`config.mk`:
```
export PLATFORM = sky130hd
export DESIGN_NAME = reg_file_wordline_flat
export DESIGN_NICKNAME = d
export VERILOG_FILES = /design/src/rtl/reg_file_wordline_if.sv /design/src/rtl/reg_file_wordline.sv /design/src/flat_wrapper.sv
export SDC_FILE = /design/constraint.sdc
export NUM_CORES = 1
export LEC_CHECK = 0
export BUFFER_PORTS_ARGS = -buffer_cell sky130_fd_sc_hd__buf_2
export CAP_MARGIN = 20
export CELL_PAD_IN_SITES_DETAIL_PLACEMENT = 0
export CELL_PAD_IN_SITES_GLOBAL_PLACEMENT = 1
export CORE_UTILIZATION = 28
export CTS_CLUSTER_DIAMETER = 40
export DETAILED_ROUTE_END_ITERATION = 8
export GPL_ROUTABILITY_DRIVEN = 0
export PLACE_DENSITY = 0.56
export RECOVER_POWER = 25
export SKIP_CTS_REPAIR_TIMING = 1
export SLEW_MARGIN = 20
export SYNTH_ARGS = -nofsm -noshare
export SYNTH_HDL_FRONTEND = slang
export SYNTH_SLANG_ARGS = --single-unit
```
`constraint.sdc`:
```
create_clock -name clk -period 2.9 [get_ports clk]
set_clock_uncertainty 0.1 [all_clocks]
set_input_delay 0.29 -clock clk [delete_from_list [all_inputs] [get_ports clk]]
set_output_delay 0.29 -clock clk [all_outputs]
set_load 0.005 [all_outputs]
```
`src/rtl/reg_file_wordline_if.sv`:
```
// rtl/reg_file_wordline_if.sv - write wordline / read port bundle for the register file
interface reg_file_wordline_if #(
  parameter int DW = 16
);
  logic [15:0]   wordline;
  logic [DW-1:0] wr_data;
  logic [3:0]    src_reg1;
  logic [3:0]    src_reg2;
  logic [DW-1:0] src_data1;
  logic [DW-1:0] src_data2;
  logic          wl_err;

  // Driver side: decoder/writeback plus the decode stage issuing reads
  modport master (
    output wordline, wr_data, src_reg1, src_reg2,
    input  src_data1, src_data2, wl_err
  );

  // Register file side
  modport slave (
    input  wordline, wr_data, src_reg1, src_reg2,
    output src_data1, src_data2, wl_err
  );
endinterface

```
`src/rtl/reg_file_wordline.sv`:
```
// rtl/reg_file_wordline.sv - 16-entry register file with one-hot wordline write and bypassed reads
// Writes land only for a one-hot wordline; a multi-hot wordline writes nothing and
// raises a sticky error. Reads are combinational and forward same-cycle writeback data.
module reg_file_wordline #(
  parameter int DW      = 16,
  parameter int ZERO_R0 = 1
) (
  input  logic                  clk,
  input  logic                  rst,
  reg_file_wordline_if.slave    bus
);

  logic [DW-1:0] regs [16];
  logic          wl_nonzero;
  logic          wl_one_hot;
  logic          wl_multi_hot;
  logic          wl_err_q;

  // Classify the wordline: a single set bit means the decoder produced a legal write
  always_comb begin
    wl_nonzero   = (bus.wordline != 16'h0000);
    wl_one_hot   = wl_nonzero && ((bus.wordline & (bus.wordline - 16'd1)) == 16'h0000);
    wl_multi_hot = wl_nonzero && !wl_one_hot;
  end

  // Register storage: reset clears everything and beats any write in the same cycle
  always_ff @(posedge clk) begin
    if (rst) begin
      for (int i = 0; i < 16; i++) begin
        regs[i] <= '0;
      end
    end else begin
      for (int i = 0; i < 16; i++) begin
        if (wl_one_hot && bus.wordline[i] && !((ZERO_R0 != 0) && (i == 0))) begin
          regs[i] <= bus.wr_data;
        end
      end
    end
  end

  // Sticky malformed-wordline flag, cleared only by reset
  always_ff @(posedge clk) begin
    if (rst) begin
      wl_err_q <= 1'b0;
    end else if (wl_multi_hot) begin
      wl_err_q <= 1'b1;
    end
  end

  // Read port 1: hardwired zero, then bypass of a legal same-cycle write, then storage
  always_comb begin
    bus.src_data1 = regs[bus.src_reg1];
    if ((ZERO_R0 != 0) && (bus.src_reg1 == 4'd0)) begin
      bus.src_data1 = '0;
    end else if (wl_one_hot && bus.wordline[bus.src_reg1]) begin
      bus.src_data1 = bus.wr_data;
    end
  end

  // Read port 2: same selection as port 1, fully independent
  always_comb begin
    bus.src_data2 = regs[bus.src_reg2];
    if ((ZERO_R0 != 0) && (bus.src_reg2 == 4'd0)) begin
      bus.src_data2 = '0;
    end else if (wl_one_hot && bus.wordline[bus.src_reg2]) begin
      bus.src_data2 = bus.wr_data;
    end
  end

  assign bus.wl_err = wl_err_q;

endmodule

```
`src/flat_wrapper.sv`:
```
// flat-port wrapper written by rule: the top's interface ports become plain ports
module reg_file_wordline_flat 
#(
  parameter int DW      = 16,
  parameter int ZERO_R0 = 1
)
  (clk, rst, bus_wordline, bus_wr_data, bus_src_reg1, bus_src_reg2, bus_src_data1, bus_src_data2, bus_wl_err);
  reg_file_wordline_if #(.DW(DW)) bus_i ();
  input  logic clk;
  input  logic rst;
  input wire logic [$bits(bus_i.wordline)-1:0] bus_wordline;
  input wire logic [$bits(bus_i.wr_data)-1:0] bus_wr_data;
  input wire logic [$bits(bus_i.src_reg1)-1:0] bus_src_reg1;
  input wire logic [$bits(bus_i.src_reg2)-1:0] bus_src_reg2;
  output wire logic [$bits(bus_i.src_data1)-1:0] bus_src_data1;
  output wire logic [$bits(bus_i.src_data2)-1:0] bus_src_data2;
  output wire logic [$bits(bus_i.wl_err)-1:0] bus_wl_err;
  assign bus_i.wordline = bus_wordline;
  assign bus_i.wr_data = bus_wr_data;
  assign bus_i.src_reg1 = bus_src_reg1;
  assign bus_i.src_reg2 = bus_src_reg2;
  assign bus_src_data1 = bus_i.src_data1;
  assign bus_src_data2 = bus_i.src_data2;
  assign bus_wl_err = bus_i.wl_err;
  reg_file_wordline #(.DW(DW), .ZERO_R0(ZERO_R0)) u_core (.clk(clk), .rst(rst), .bus(bus_i));
endmodule
```
# Word level (Yosys, flattened, before mapping)
# Memory sizes are Yosys's and may differ from the RTL's.
# Index checks and enable logic that the tools add are counted.
# Widths: inputs -> output; s select.
[classes]
add_sub_neg = 1
n_lt_le_gt_ge = 2
mux = 70
n_reduce_logical = 24
n_bitwise = 16
[ops]
columns = ["operator", "count"]
rows = [
  ["$mux 16", 19],
  ["$mux 1", 49],
  ["$logic_and 1x1->1", 19],
  ["$and 16x16->16", 1],
  ["$logic_not 16->1", 1],
  ["$reduce_bool 16->1", 1],
  ["$sub 16x1->16 const B", 1],
  ["$or 1x1->1", 15],
  ["$lt 4x5->1 const B", 2],
  ["$bmux 1 s4", 2],
  ["$logic_not 4->1", 2],
  ["$logic_not 1->1", 1],
]
[word_totals]
inputBits = 42
register_bits = 1
out_inout_bits = 33
elab_cells = 115
mem_bits_rw = 256
mem_count = 1
[memory_table]
columns = ["name", "depth", "word_bits", "read_ports", "rd_ports_with_merged_regs", "wr", "line_no", "text"]
rows = [
  ["u_core.regs", 16, 16, 2, 0, 16, "reg_file_wordline.sv:13", "logic [DW-1:0] regs [16];"],
]

# Depth between registers and ports, before layout
[depth]
ltp_word = 9
mapped_depth = 9
depth_no_buf = 5

# Worst setup path before layout
# OpenSTA, ideal clock, no wires.
[synth_timing]
kind = "input port to output port"
from = "in bus_src_reg1[0]"
to = "out bus_src_data1[11]"
cell_stages = 7
t_arrival_ns = 2.641
path_slack_ns = -0.131
required_time_ns = 2.510
path_cell_list = "buf_2 > buf_1 > buf_1 > mux4_2 > mux4_2 > o41ai_1 > o21ai_1"
[synth_between]
elab_chain_cells = 5
[synth_lines]
columns = ["element", "line_no", "text"]
rows = [
  ["from (decl)", "flat_wrapper.sv:13", "input wire logic [$bits(bus_i.src_reg1)-1:0] bus_src_reg1;"],
  ["$bmux 1 s4", "reg_file_wordline.sv:55", "end else if (wl_one_hot && bus.wordline[bus.src_reg1]) begin"],
  ["$mux 1 (not written as such)", "reg_file_wordline.sv:55", ""],
  ["$logic_and 1x1->1", "reg_file_wordline.sv:55", ""],
  ["$mux 16", "reg_file_wordline.sv:55", ""],
  ["$mux 16 *", "reg_file_wordline.sv:53", "if ((ZERO_R0 != 0) && (bus.src_reg1 == 4'd0)) begin"],
  ["to (decl)", "flat_wrapper.sv:15", "output wire logic [$bits(bus_i.src_data1)-1:0] bus_src_data1;"],
]
# Mark *: on every way between the ends. The rest lies on a longest branch, timed or not. The select of a mux whose other input is x is not followed.

# Worst setup path in the final report
[layout_timing]
from = "in bus_wordline[7]"
to = "out bus_src_data2[7]"
[layout_between]
elab_chain_cells = 7
[layout_lines]
columns = ["element", "line_no", "text"]
rows = [
  ["from (decl)", "flat_wrapper.sv:11", "input wire logic [$bits(bus_i.wordline)-1:0] bus_wordline;"],
  ["$sub 16x1->16", "reg_file_wordline.sv:22", "wl_one_hot = wl_nonzero && ((bus.wordline & (bus.wordline - 16'd1)) == 16'h0000);"],
  ["$and 16x16->16", "reg_file_wordline.sv:22", ""],
  ["$logic_not 16->1", "reg_file_wordline.sv:22", ""],
  ["$logic_and 1x1->1", "reg_file_wordline.sv:22", ""],
  ["$logic_and 1x1->1 *", "reg_file_wordline.sv:65", "end else if (wl_one_hot && bus.wordline[bus.src_reg2]) begin"],
  ["$mux 16 *", "reg_file_wordline.sv:65", ""],
  ["$mux 16 *", "reg_file_wordline.sv:63", "if ((ZERO_R0 != 0) && (bus.src_reg2 == 4'd0)) begin"],
  ["to (decl)", "flat_wrapper.sv:16", "output wire logic [$bits(bus_i.src_data2)-1:0] bus_src_data2;"],
]
# Marked as above.

==> summary.md <==
| Metric | Value |
|---|---|
| Status | `complete, but fails checks` |
| Violated checks | `setup timing` |
| Layout cell share with drive strength beyond 1 | `46.98%` |
| Top cells by area, synth | `edfxtp_1 (55%), mux4_2 (22%), nor2_1 (4.2%)` |
| Antenna Nets Post-Route | `0` |
| Clock Latency Late Sink | `slightly above 500 ps` |
| Ys Warns | `0` |
| Syn_area_per_cell | `14.73 sq um` |
| Clk slew on worst S/H paths | `60 ps` |
| # diodes | `0` |
| Drt total wl | `46,460 um` |
| Hold Vio Cnt, Final | `0` |
| CP Capture Type | `output port` |
| Starting DRT DRC Count | `705` |
| Ports | `between 70 and 80` |
| Worst Path Max Fanout | `8` |
| Pwr Density | `590.6 nW/um^2` |
| RSZ-0062 raised after global routing | `yes` |
| CTS tree | `yes` |
| Top-count cell post-synth | `edfxtp_1` |
| Die ar. | `~48,000 sq um` |
| Clk root buf | `clkbuf_16` |
| IO Port Bufs | `74` |
| DR DRC count | `0` |
| Worst EP arrival | `2690 ps` |
| Htree depth | `2` |
| Dpl hpwl | `between 30,000 and 40,000 um` |
| Seq/Total Area, Yosys | `55.20%` |
| Cell variety after synth | `43` |
| Die outline width | `218.2 um` |
| Cell area after synthesis | `13,090 sq um` |
| Synth-to-Final Area Change | `30.54%` |
| Final setup margin | `-184.2 ps` |
| Fmax | `324.2 MHz` |
| Total GRT Usage | `19.57%` |
| Met3 usage | `3.201%` |
| Worst EP required | `approximately 2500 ps` |
| Synth Instances | `889` |
| EDFF count, synth | `240` |
| First-pass GRT wire length | `66,510 um` |
| Starting density of the core | `28.60%` |
| Core Area | `between 40,000 and 50,000 sq um` |
| Post-synthesis net count | `931` |
| Share of the synthesized area in the top cell type | `55.05%` |
| Min Hold Slack | `between 200 and 300 ps` |
| Synth cell count leaders | `edfxtp_1 (240), nor2_1 (148), mux4_2 (130)` |
| Max capacitance violation total | `0` |
| Nets | `1,106` |
| FF+latch count, synth | `~240` |
| Relative slew margins | `around an eighth` |
| Final period utilization | `106.4%` |
| Placement Setup Slack | `-219.9 ps` |
| DP Cell Count | `1,618` |
| Met2 GRT Util | `35.05%` |
| CTS buffer count | `38` |
| Met1 usage | `between 20% and 30%` |
| Vias in the first global route | `9,482` |
| VDD IR max | `0.0003310 V` |
| Post-synth ARST share | `0%` |
| Clock sinks | `between 200 and 250` |
| Initial antenna violation count | `0` |
| Row count | `78` |
| Largest net degree at the start of global routing | `32` |
| Final min period | `just over 3000 ps` |
| Busiest grt layer | `met2` |
| DR pass1 iterations | `5` |
| Final Power | `~10,000 uW` |
| Worst Path Class, Setup | `in2out` |
| Vias/cell | `5.389` |
| Max-slew violations | `0` |
| Grt ovf | `0` |
| Clock Path Buffers | `3` |
| Startpoint types | `primary input` |
| HP Class | `in2reg` |
| Static Leak | `0.006197 uW` |
| Least-Margin Pin Slew | `between 1000 and 1500 ps` |
| Vias | `9,118` |
| Post-synth top flop | `edfxtp_1` |
| DR WL/cell | `27.46 um` |
| Non-Filler Instances | `around 1.7k` |
| Area leader, netlist | `edfxtp_1` |
| Die height | `218.2 um` |
| Setup-failing EPs final | `31` |
[cell families (layout without fill, tap and decap cells)]
logic type,Yosys count,in the layout,share of synthesized area (%)
buf+inv,108,311,3.230
flops,241,241,55.20
mux,188,188,27.20
compound gates,100,100,5.667
simple gates,251,251,8.630
fa+ha+maj,1,1,0.07646
[state kept, by name, indices dropped and copies added, names as in the netlist]
name and cells:
u_core.regs 240, u_core.bus.wl_err 1
[stage by stage]
stage          instance area [sq um]  util (%)  setup TNS, ps
2_1_floorplan                  13110         -              0
3_3_place_gp                   15420     33.69         -16900
3_5_place_dp                   15420     33.70         -13120
4_1_cts                        16650     36.39          -5187
5_1_grt                        17090     37.34          -4380
6_report                       17090     37.34          -2776
[per-layer routing]
| metal | vias up | part of all wire [%] |
|---|---|---|
| met4 | 0 | 2.7 |
| met2 | 287 | 53 |
| met3 | 82 | 4.6 |
| li1 | 3893 | - |
| met5 | - | 0 |
| met1 | 4856 | 40 |
[final cells by class]
cell class	count	area [sq um]
tap	600	750.7
sequential	241	7227
fill	4279	28680
timing repair buffer	225	2013
multi-input combinational	540	5803
clock inverter	27	246.5
clock buffer	41	983.4
inverter	18	67.56
[cell usage in the layout (no fill, tap or decap), drive strengths merged, types with 25 or more instances in the layout]
cell type,instances
o21ai,27
mux4,130
edfxtp,240
nor2,148
clkbuf,45
nand2b,25
buf,221
mux2,42
inv,25
nand2,36
[critical path, cell delays in order]
cell	delay [ps]
buf_6	90
or4_4	570
buf_6	150
nor4_4	280
mux2i_2	130
or4_4	560
buf_12	190
mux2_4	300
buf_6	120
[worst paths after layout]
path                      from            endpoint  cells past startpoint  slack [ps]
max            bus_wordline[7]    bus_src_data2[7]                      9        -180
min            bus_wr_data[12]  u_core.regs[4][12]                      3         280
max reg2reg  u_core.bus.wl_err   u_core.bus.wl_err                      2        2220
min reg2reg  u_core.bus.wl_err   u_core.bus.wl_err                      2         350
[where the power goes]
group	switching, uW	internal, uW	leakage, uW
logic	771	776	0.00331
registers	102	4060	0.00230
clock network	1710	2680	0.000590
No activity file was read; power rests on OpenSTA's default activity.
